### config.mk
export PLATFORM = sky130hd
export DESIGN_NAME = parser_rule_cfg_arbiter_flat
export DESIGN_NICKNAME = d
export VERILOG_FILES = /design/src/rtl/parser_rule_cfg_arbiter_if.sv /design/src/rtl/parser_rule_cfg_arbiter.sv /design/src/flat_wrapper.sv
export SDC_FILE = /design/constraint.sdc
export NUM_CORES = 1
export LEC_CHECK = 0
export CAP_MARGIN = 5
export CORE_UTILIZATION = 37
export DETAILED_ROUTE_END_ITERATION = 6
export GPL_ROUTABILITY_DRIVEN = 1
export PLACE_DENSITY_LB_ADDON = 0.1
export SLEW_MARGIN = 40
export SYNTH_ARGS = -nofsm -noshare
export SYNTH_HDL_FRONTEND = slang
export SYNTH_SLANG_ARGS = --single-unit
### constraint.sdc
create_clock -name i_clk -period 2.1 [get_ports i_clk]
set_input_delay 0.42 -clock i_clk [delete_from_list [all_inputs] [get_ports i_clk]]
set_output_delay 0.42 -clock i_clk [all_outputs]
set_load 0.02 [all_outputs]
### src/rtl/parser_rule_cfg_arbiter_if.sv
// Rule-configuration bus bundle shared between the two requesters, the
// arbiter and the parser rule port.
//   i_req_valid/i_req_wr  [1:0]  per-requester request valid / write flag
//   i_req_addr/i_req_wdata [63:0] {req1, req0} address / write data
//   o_req_ready/o_resp_valid [1:0] accept strobe / completion pulse
//   o_resp_rdata/o_resp_err        completion payload
//   o_rule_*                       parser rule port (strobes, addr, wdata)
//   i_rule_rdata_valid/i_rule_rdata parser read return
//   o_busy                         arbiter not idle
// slave: arbiter side; master: requesters + parser side.
interface parser_rule_cfg_arbiter_if;
   logic [1:0]  i_req_valid;
   logic [1:0]  i_req_wr;
   logic [63:0] i_req_addr;
   logic [63:0] i_req_wdata;
   logic [1:0]  o_req_ready;
   logic [1:0]  o_resp_valid;
   logic [31:0] o_resp_rdata;
   logic        o_resp_err;
   logic        o_rule_wren;
   logic        o_rule_rden;
   logic [31:0] o_rule_addr;
   logic [31:0] o_rule_wdata;
   logic        i_rule_rdata_valid;
   logic [31:0] i_rule_rdata;
   logic        o_busy;

   modport slave (
      input  i_req_valid, i_req_wr, i_req_addr, i_req_wdata,
      input  i_rule_rdata_valid, i_rule_rdata,
      output o_req_ready, o_resp_valid, o_resp_rdata, o_resp_err,
      output o_rule_wren, o_rule_rden, o_rule_addr, o_rule_wdata, o_busy
   );

   modport master (
      output i_req_valid, i_req_wr, i_req_addr, i_req_wdata,
      output i_rule_rdata_valid, i_rule_rdata,
      input  o_req_ready, o_resp_valid, o_resp_rdata, o_resp_err,
      input  o_rule_wren, o_rule_rden, o_rule_addr, o_rule_wdata, o_busy
   );
endinterface

### src/rtl/parser_rule_cfg_arbiter.sv
// Two-requester arbiter for the parser rule-configuration port.
// Requester 0 is the boot loader, requester 1 the runtime host. One access
// is in flight at a time; completed accesses are followed by GAP_CYCLES idle
// cycles; reads are bounded by RD_TIMEOUT; rule addresses with addr[10:8]
// of 6 or 7 are rejected without touching the parser.
// Ports:
//   i_clk  clock
//   i_rst  synchronous reset, active-high
//   bus    parser_rule_cfg_arbiter_if.slave (requests, responses, rule port)
module parser_rule_cfg_arbiter #(
   parameter int unsigned GAP_CYCLES = 2,
   parameter int unsigned RD_TIMEOUT = 16,
   parameter int unsigned BOOT_PRIO  = 0
) (
   input  logic                        i_clk,
   input  logic                        i_rst,
   parser_rule_cfg_arbiter_if.slave    bus
);

   localparam int unsigned TO_W  = $clog2((RD_TIMEOUT > 2) ? RD_TIMEOUT : 2);
   localparam int unsigned GAP_W = $clog2((GAP_CYCLES > 2) ? GAP_CYCLES : 2);
   localparam logic [TO_W-1:0]  TO_LAST  = TO_W'(RD_TIMEOUT - 1);
   localparam logic [GAP_W-1:0] GAP_LAST = GAP_W'((GAP_CYCLES > 0) ? GAP_CYCLES - 1 : 0);

   typedef enum logic [1:0] {IDLE, ISSUE, WAIT_RD, GAP} state_t;

   state_t            state_q, state_d;
   logic              last_q, last_d;
   logic              gnt_q, gnt_d;
   logic              wr_q, wr_d;
   logic              legal_q, legal_d;
   logic [TO_W-1:0]   to_cnt_q, to_cnt_d;
   logic [GAP_W-1:0]  gap_cnt_q, gap_cnt_d;
   logic              wren_q, wren_d;
   logic              rden_q, rden_d;
   logic [31:0]       raddr_q, raddr_d;
   logic [31:0]       rwdata_q, rwdata_d;

   logic              g;
   logic              sel_wr;
   logic [31:0]       sel_addr;
   logic [31:0]       sel_wdata;
   logic              sel_legal;
   logic [1:0]        ready_c;
   logic [1:0]        resp_valid_c;
   logic [31:0]       resp_rdata_c;
   logic              resp_err_c;
   logic [1:0]        owner_mask;
   state_t            done_state;

   always_comb begin
      // Winner selection
      if (BOOT_PRIO != 0) begin
         g = ~bus.i_req_valid[0];
      end else if (bus.i_req_valid[~last_q]) begin
         g = ~last_q;
      end else begin
         g = last_q;
      end
      sel_wr    = bus.i_req_wr[g];
      sel_addr  = g ? bus.i_req_addr[63:32]  : bus.i_req_addr[31:0];
      sel_wdata = g ? bus.i_req_wdata[63:32] : bus.i_req_wdata[31:0];
      sel_legal = (sel_addr[10:8] < 3'd6);
      owner_mask = gnt_q ? 2'b10 : 2'b01;
      // GAP_CYCLES=0 skips the GAP state entirely so write spacing stays 2
      done_state = (GAP_CYCLES == 0) ? IDLE : GAP;

      state_d      = state_q;
      last_d       = last_q;
      gnt_d        = gnt_q;
      wr_d         = wr_q;
      legal_d      = legal_q;
      to_cnt_d     = to_cnt_q;
      gap_cnt_d    = gap_cnt_q;
      wren_d       = 1'b0;
      rden_d       = 1'b0;
      raddr_d      = raddr_q;
      rwdata_d     = rwdata_q;
      ready_c      = '0;
      resp_valid_c = '0;
      resp_rdata_c = '0;
      resp_err_c   = 1'b0;

      unique case (state_q)
         IDLE: begin
            if (|bus.i_req_valid) begin
               ready_c[g] = 1'b1;
               last_d     = g;
               gnt_d      = g;
               wr_d       = sel_wr;
               legal_d    = sel_legal;
               state_d    = ISSUE;
               // Strobes are registered, so they are launched at handshake
               // to appear during the ISSUE cycle.
               if (sel_legal) begin
                  wren_d   = sel_wr;
                  rden_d   = ~sel_wr;
                  raddr_d  = sel_addr;
                  rwdata_d = sel_wr ? sel_wdata : '0;
               end
            end
         end
         ISSUE: begin
            if (!legal_q) begin
               resp_valid_c = owner_mask;
               resp_err_c   = 1'b1;
               gap_cnt_d    = '0;
               state_d      = done_state;
            end else if (wr_q) begin
               resp_valid_c = owner_mask;
               gap_cnt_d    = '0;
               state_d      = done_state;
            end else begin
               to_cnt_d = '0;
               state_d  = WAIT_RD;
            end
         end
         WAIT_RD: begin
            if (to_cnt_q != TO_LAST) begin
               to_cnt_d = to_cnt_q + 1'b1;
            end
            if (bus.i_rule_rdata_valid) begin
               resp_valid_c = owner_mask;
               resp_rdata_c = bus.i_rule_rdata;
               gap_cnt_d    = '0;
               state_d      = done_state;
            end else if (to_cnt_q == TO_LAST) begin
               resp_valid_c = owner_mask;
               resp_err_c   = 1'b1;
               gap_cnt_d    = '0;
               state_d      = done_state;
            end
         end
         GAP: begin
            if (gap_cnt_q == GAP_LAST) begin
               state_d = IDLE;
            end else begin
               gap_cnt_d = gap_cnt_q + 1'b1;
            end
         end
         default: state_d = IDLE;
      endcase

      // Reset cycle: nothing is accepted or answered
      if (i_rst) begin
         ready_c      = '0;
         resp_valid_c = '0;
         resp_rdata_c = '0;
         resp_err_c   = 1'b0;
      end
   end

   always_ff @(posedge i_clk) begin
      if (i_rst) begin
         state_q   <= IDLE;
         last_q    <= 1'b1;
         gnt_q     <= 1'b0;
         wr_q      <= 1'b0;
         legal_q   <= 1'b0;
         to_cnt_q  <= '0;
         gap_cnt_q <= '0;
         wren_q    <= 1'b0;
         rden_q    <= 1'b0;
         raddr_q   <= '0;
         rwdata_q  <= '0;
      end else begin
         state_q   <= state_d;
         last_q    <= last_d;
         gnt_q     <= gnt_d;
         wr_q      <= wr_d;
         legal_q   <= legal_d;
         to_cnt_q  <= to_cnt_d;
         gap_cnt_q <= gap_cnt_d;
         wren_q    <= wren_d;
         rden_q    <= rden_d;
         raddr_q   <= raddr_d;
         rwdata_q  <= rwdata_d;
      end
   end

   assign bus.o_req_ready  = ready_c;
   assign bus.o_resp_valid = resp_valid_c;
   assign bus.o_resp_rdata = resp_rdata_c;
   assign bus.o_resp_err   = resp_err_c;
   assign bus.o_rule_wren  = wren_q;
   assign bus.o_rule_rden  = rden_q;
   assign bus.o_rule_addr  = raddr_q;
   assign bus.o_rule_wdata = rwdata_q;
   assign bus.o_busy       = (state_q != IDLE);

endmodule
### src/flat_wrapper.sv
// flat-port wrapper written by rule: the top's interface ports become plain ports
module parser_rule_cfg_arbiter_flat 
#(
   parameter int unsigned GAP_CYCLES = 2,
   parameter int unsigned RD_TIMEOUT = 16,
   parameter int unsigned BOOT_PRIO  = 0
)
  (i_clk, i_rst, bus_i_req_valid, bus_i_req_wr, bus_i_req_addr, bus_i_req_wdata, bus_i_rule_rdata_valid, bus_i_rule_rdata, bus_o_req_ready, bus_o_resp_valid, bus_o_resp_rdata, bus_o_resp_err, bus_o_rule_wren, bus_o_rule_rden, bus_o_rule_addr, bus_o_rule_wdata, bus_o_busy);
  parser_rule_cfg_arbiter_if bus_i ();
  input  logic i_clk;
  input  logic i_rst;
  input wire logic [$bits(bus_i.i_req_valid)-1:0] bus_i_req_valid;
  input wire logic [$bits(bus_i.i_req_wr)-1:0] bus_i_req_wr;
  input wire logic [$bits(bus_i.i_req_addr)-1:0] bus_i_req_addr;
  input wire logic [$bits(bus_i.i_req_wdata)-1:0] bus_i_req_wdata;
  input wire logic [$bits(bus_i.i_rule_rdata_valid)-1:0] bus_i_rule_rdata_valid;
  input wire logic [$bits(bus_i.i_rule_rdata)-1:0] bus_i_rule_rdata;
  output wire logic [$bits(bus_i.o_req_ready)-1:0] bus_o_req_ready;
  output wire logic [$bits(bus_i.o_resp_valid)-1:0] bus_o_resp_valid;
  output wire logic [$bits(bus_i.o_resp_rdata)-1:0] bus_o_resp_rdata;
  output wire logic [$bits(bus_i.o_resp_err)-1:0] bus_o_resp_err;
  output wire logic [$bits(bus_i.o_rule_wren)-1:0] bus_o_rule_wren;
  output wire logic [$bits(bus_i.o_rule_rden)-1:0] bus_o_rule_rden;
  output wire logic [$bits(bus_i.o_rule_addr)-1:0] bus_o_rule_addr;
  output wire logic [$bits(bus_i.o_rule_wdata)-1:0] bus_o_rule_wdata;
  output wire logic [$bits(bus_i.o_busy)-1:0] bus_o_busy;
  assign bus_i.i_req_valid = bus_i_req_valid;
  assign bus_i.i_req_wr = bus_i_req_wr;
  assign bus_i.i_req_addr = bus_i_req_addr;
  assign bus_i.i_req_wdata = bus_i_req_wdata;
  assign bus_i.i_rule_rdata_valid = bus_i_rule_rdata_valid;
  assign bus_i.i_rule_rdata = bus_i_rule_rdata;
  assign bus_o_req_ready = bus_i.o_req_ready;
  assign bus_o_resp_valid = bus_i.o_resp_valid;
  assign bus_o_resp_rdata = bus_i.o_resp_rdata;
  assign bus_o_resp_err = bus_i.o_resp_err;
  assign bus_o_rule_wren = bus_i.o_rule_wren;
  assign bus_o_rule_rden = bus_i.o_rule_rden;
  assign bus_o_rule_addr = bus_i.o_rule_addr;
  assign bus_o_rule_wdata = bus_i.o_rule_wdata;
  assign bus_o_busy = bus_i.o_busy;
  parser_rule_cfg_arbiter #(.GAP_CYCLES(GAP_CYCLES), .RD_TIMEOUT(RD_TIMEOUT), .BOOT_PRIO(BOOT_PRIO)) u_core (.i_clk(i_clk), .i_rst(i_rst), .bus(bus_i));
endmodule
# After elaboration in Yosys (flattened, before gate mapping)
# Index checks and enable logic that the tools add are counted.
[totals]
reg_bits = 77
wordCells = 91
[op_classes]
n_lt_le_gt_ge = 4
n_reduce_logical = 12
muxes = 45
eq_ne = 12
bitwise = 5
addsub = 2
[ops]
columns = ["cell", "count"]
rows = [
  ["$mux W32", 6],
  ["$mux W2", 14],
  ["$mux W1", 16],
  ["$mux W4", 3],
  ["$reduce_and A3 Y1", 3],
  ["$ne A2 B1 Y1 const B", 4],
  ["$pmux W2 S4", 1],
  ["$pmux W4 S2", 1],
  ["$ne A3 B2 Y1 const B", 2],
  ["$not A1 Y1", 5],
  ["$add A4 B1 Y4 const B", 1],
  ["$eq A2 B2 Y1 const B", 2],
  ["$eq A4 B4 Y1 const B", 1],
  ["$lt A1 B2 Y1 const B", 2],
  ["$ne A4 B4 Y1 const B", 1],
  ["$pmux W2 S2", 1],
  ["$reduce_and A4 Y1", 1],
  ["$reduce_bool A2 Y1", 2],
  ["$reduce_or A4 Y1", 1],
  ["$lt A3 B3 Y1 const B", 1],
  ["$pmux W1 S3", 1],
  ["$reduce_bool A3 Y1", 1],
  ["$eq A2 B1 Y1 const B", 1],
  ["$logic_not A2 Y1", 1],
  ["other kinds (8)", 8],
]

# Longest topological paths before layout
[depth]
depth_word = 11
depth_mapped = 8
ltp_nobuf = 6

# Worst setup path after synthesis
# Ideal clock, no wire load.
[synth_path]
path_kind = "reg2out"
startpoint = "reg u_core.state_q[0]"
endpoint = "out bus_o_resp_valid[0]"
path_stages_with_launch = 6
path_buffers = 1
arrival_time_ns = 1.514
slack_ns = 0.166
t_required_ns = 1.680
cell_sequence = "dfxtp_1 -> inv_1 -> ha_1 -> clkbuf_1 -> o21ai_0 -> a211oi_1"
[synth_between]
elab_chain_cells = 3
word_cells_on_any_way = 4
classes_between = "eq/ne: 2; mux: 2"
[synth_lines]
columns = ["item", "line_no", "rtl"]
rows = [
  ["start, declared", "parser_rule_cfg_arbiter.sv:27", "state_t state_q, state_d;"],
  ["start signal, assigned", "parser_rule_cfg_arbiter.sv:167", "state_q <= state_d;"],
  ["$eq A2 B2 Y1 / $eq A2 B1 Y1 (equally long branches)", "parser_rule_cfg_arbiter.sv:84", "unique case (state_q)"],
  ["$pmux W2 S2 *", "parser_rule_cfg_arbiter.sv:84", ""],
  ["$mux W2 *", "parser_rule_cfg_arbiter.sv:145", "if (i_rst) begin"],
  ["end, declared", "flat_wrapper.sv:19", "output wire logic [$bits(bus_i.o_resp_valid)-1:0] bus_o_resp_valid;"],
]
# Every way passes the cells marked *; elsewhere a longest branch is shown, timed or not.

# Final worst setup path
[layout_path]
startpoint = "reg u_core.state_q[1]"
endpoint = "out bus_o_resp_err"
[layout_between]
elab_chain_cells = 3
word_cells_on_any_way = 4
classes_between = "eq/ne: 2; mux: 2"
[layout_lines]
columns = ["item", "line_no", "rtl"]
rows = [
  ["$eq A2 B2 Y1 / $eq A2 B1 Y1 (equally long branches)", "parser_rule_cfg_arbiter.sv:84", ""],
  ["$pmux W1 S2 *", "parser_rule_cfg_arbiter.sv:84", ""],
  ["$mux W1 *", "parser_rule_cfg_arbiter.sv:145", ""],
  ["end, declared", "flat_wrapper.sv:21", "output wire logic [$bits(bus_i.o_resp_err)-1:0] bus_o_resp_err;"],
]
# Marks and branches as above.

==> flow_summary.json <==
{
  "required_ps": 1680,
  "globalplace.congestion": 0.7990,
  "hp-class": "reg -> reg",
  "grt_max_degree": 36,
  "clock_sinks": 77,
  "fp.dieH_um": 109.9,
  "setup.worst_path.class": "reg -> out",
  "cts_setup_buffers": 0,
  "synth_edf_count": 0,
  "grt_pass1_wl_um": 21420,
  "postRouteAntennaNets": 0,
  "dieWidth_um": 109.9,
  "cp_max_fo": 3,
  "synth_flop_cell": "dfxtp_1",
  "drive_gt1_share_pct": 19.39,
  "grt_pass1_vias": 4386,
  "cts_tree": "yes",
  "final_area_mm2": 0.007440,
  "layout_common_cells": "clkdlybuf4s50_1, dfxtp_1, inv_1, mux2i_1",
  "ys_seq_area_share_pct": 35.79,
  "rows": 39,
  "grt_usage_pct": 22.92,
  "cts_hold_buf": 0,
  "start_util_pct": 37.88,
  "routed-via-count": 4445,
  "ctsHtreeMaxLevel": 3,
  "drc_errors": 0,
  "drt_iter0_drc": 165,
  "yosysWarnings": 0,
  "powerDensity_mw_per_mm2": 1021,
  "synthDistinctLibCells": 44,
  "synth_async_sr_flop_share_pct": 0,
  "cts_root_buf": "clkbuf_16",
  "tightestPinTransition_ps": 559.1,
  "setup_slack_ps": 77.04,
  "io_buffers": 270,
  "clkTransAtPathRegs_ps": 60,
  "post-route-period-util_pct": 96.33,
  "ir_worst_vdd_uv": 470.8,
  "clk_latency_ps": 330,
  "critPathLaunchType": "flip-flop",
  "insertedDiodeCount": 0,
  "post-dp-hpwl_um": 10420,
  "drtPass1Iterations": 4,
  "maxSlewViolCount": 0,
  "pre_cts_slack_ps": -374.5,
  "tns_ps": 0,
  "synth_nets": 607,
  "synth-seq-cells": 77,
  "viasPerCell": 5.169,
  "layout.nets": 884,
  "grt_setup_unrepaired": "false",
  "synthTopCellsByArea": "dfxtp_1, a221oi_2, mux2i_1",
  "syn_area_mm2": 0.004307,
  "period_needed_ps": 2023,
  "syn_area_per_cell_um2": 9.900,
  "outcome": "complete, no violations",
  "maxSlewHeadroom_pct": 62.73,
  "holdWs_ps": 458.4,
  "setup_viol": 0,
  "critPathCaptureType": "output pin",
  "syn_to_final_growth_pct": 72.75,
  "antenna_found_initial": 0,
  "yosysTopAreaCell": "dfxtp_1",
  "crit_arrival_ps": 1600,
  "max_cap_viol_count": 0,
  "synthesis.instances": 435,
  "max_freq_mhz": 494.3,
  "dieArea_mm2": 0.01207,
  "skew_ps": 2.689,
  "io_pins": 271,
  "layout_commonest_cell": "clkdlybuf4s50_1",
  "p_leak_uw": 0.002920,
  "hold_violations": 0,
  "place_area_mm2": 0.007251,
  "final_core_utilization_pct": 65.43,
  "gr-total-overflow": 0,
  "routed_wirelength_um": 14160,
  "synth.top_cell.area_share_pct": 35.79,
  "numCtsBuffers": 9,
  "coreArea_mm2": 0.01137,
  "clock_path_buffers": 2,
  "detail_route.wl_per_cell_um": 16.46
}
-- worst paths after layout --
kind	startpoint	endpoint	slack [ps]	cells past startpoint
hold / removal	u_core.bus.o_rule_addr[1]	u_core.bus.o_rule_addr[1]	460	2
hold reg to reg	u_core.bus.o_rule_addr[1]	u_core.bus.o_rule_addr[1]	460	2
setup reg to reg	u_core.state_q[1]	u_core.bus.o_rule_addr[9]	200	9
setup / recovery	u_core.state_q[1]	bus_o_resp_err	80	5
-- area by class of cell --
cell class	count	area [um^2]
Multi-Input combinational cell	278	2384
Clock buffer	10	229.0
Timing Repair Buffer	309	2879
Sequential cell	77	1543
Tap cell	143	178.9
Inverter	37	138.9
Fill cell	997	3930
Clock inverter	6	87.58
-- power by group --
| group | internal (uW) | total, uW | switching, uW |
|---|---|---|---|
| combinational | 1850 | 3860 | 2010 |
| clock | 1040 | 1670 | 629 |
| sequential | 1850 | 2070 | 217 |
-- what timing repair did --
action / in CTS / in global routing
pin swaps: 1 / 2
gates cloned: 1 / 0
endpoints found under the setup margin: 38 / 28
resized for setup: 144 / 25
-- worst max-delay path: stages (launching register included) --
cell,delay (ps)
dfxtp_2,360
inv_1,70
ha_1,300
nand2b_1,100
nor2_1,150
clkdlybuf4s15_2,280
-- Yosys cell counts (2+ instances only) --
cell type  number
nor2_4          3
a31oi_1         3
a221oi_1        2
o2bb2ai_1      32
mux2i_1        36
a211oi_2        2
nor2b_1         4
buf_2          13
a21oi_1         8
ha_1            5
buf_4           2
nand3_4         2
and3_1          2
o31ai_1        30
nand2_1        12
clkbuf_1       16
and2_1         35
or4_1          30
a211oi_1        3
inv_1          37
nand3_1         3
nor2_1         11
buf_6          11
nand2b_1        3
nor3_1          3
o21ai_0         3
dfxtp_1        77
a311oi_1        3
a221oi_2       29
-- metal layers --
layer / track usage [%] / wire [um] / part of all wire [%]
met2: 40.31 / 7071 / 50
met3: 7.647 / 1228 / 8.7
met1: 26.03 / 5625 / 40
met5: 0 / 0 / 0
met4: 7.048 / 231 / 1.6
-- cell families after synthesis --
group,count (synthesis),synth area share [%]
multiplexers,36,8.367
flip-flops,77,35.79
AND/OR/NAND/NOR,116,17.61
buffers and inverters,80,9.442
AO/OA/AOI/OAI,121,27.34
adder cells (fa/ha/maj),5,1.453
-- registers in the layout (all words and copies together) (netlist names) --
register                 cells
u_core.bus.o_rule_addr      32
u_core.bus.o_rule_wdata     32
u_core.to_cnt_q              4
u_core.state_q               2
u_core.bus.o_rule_rden       1
u_core.bus.o_rule_wren       1
u_core.gap_cnt_q             1
u_core.gnt_q                 1
u_core.last_q                1
u_core.legal_q               1
u_core.wr_q                  1
-- stage by stage --
stage	cells	total power (uW)
finish	860	7598
global route	860	8037
CTS	860	7675
detailed placement	843	5986
global placement	843	5897
floorplan	435	4395
Note: power is estimated with default switching activity, not from simulation.
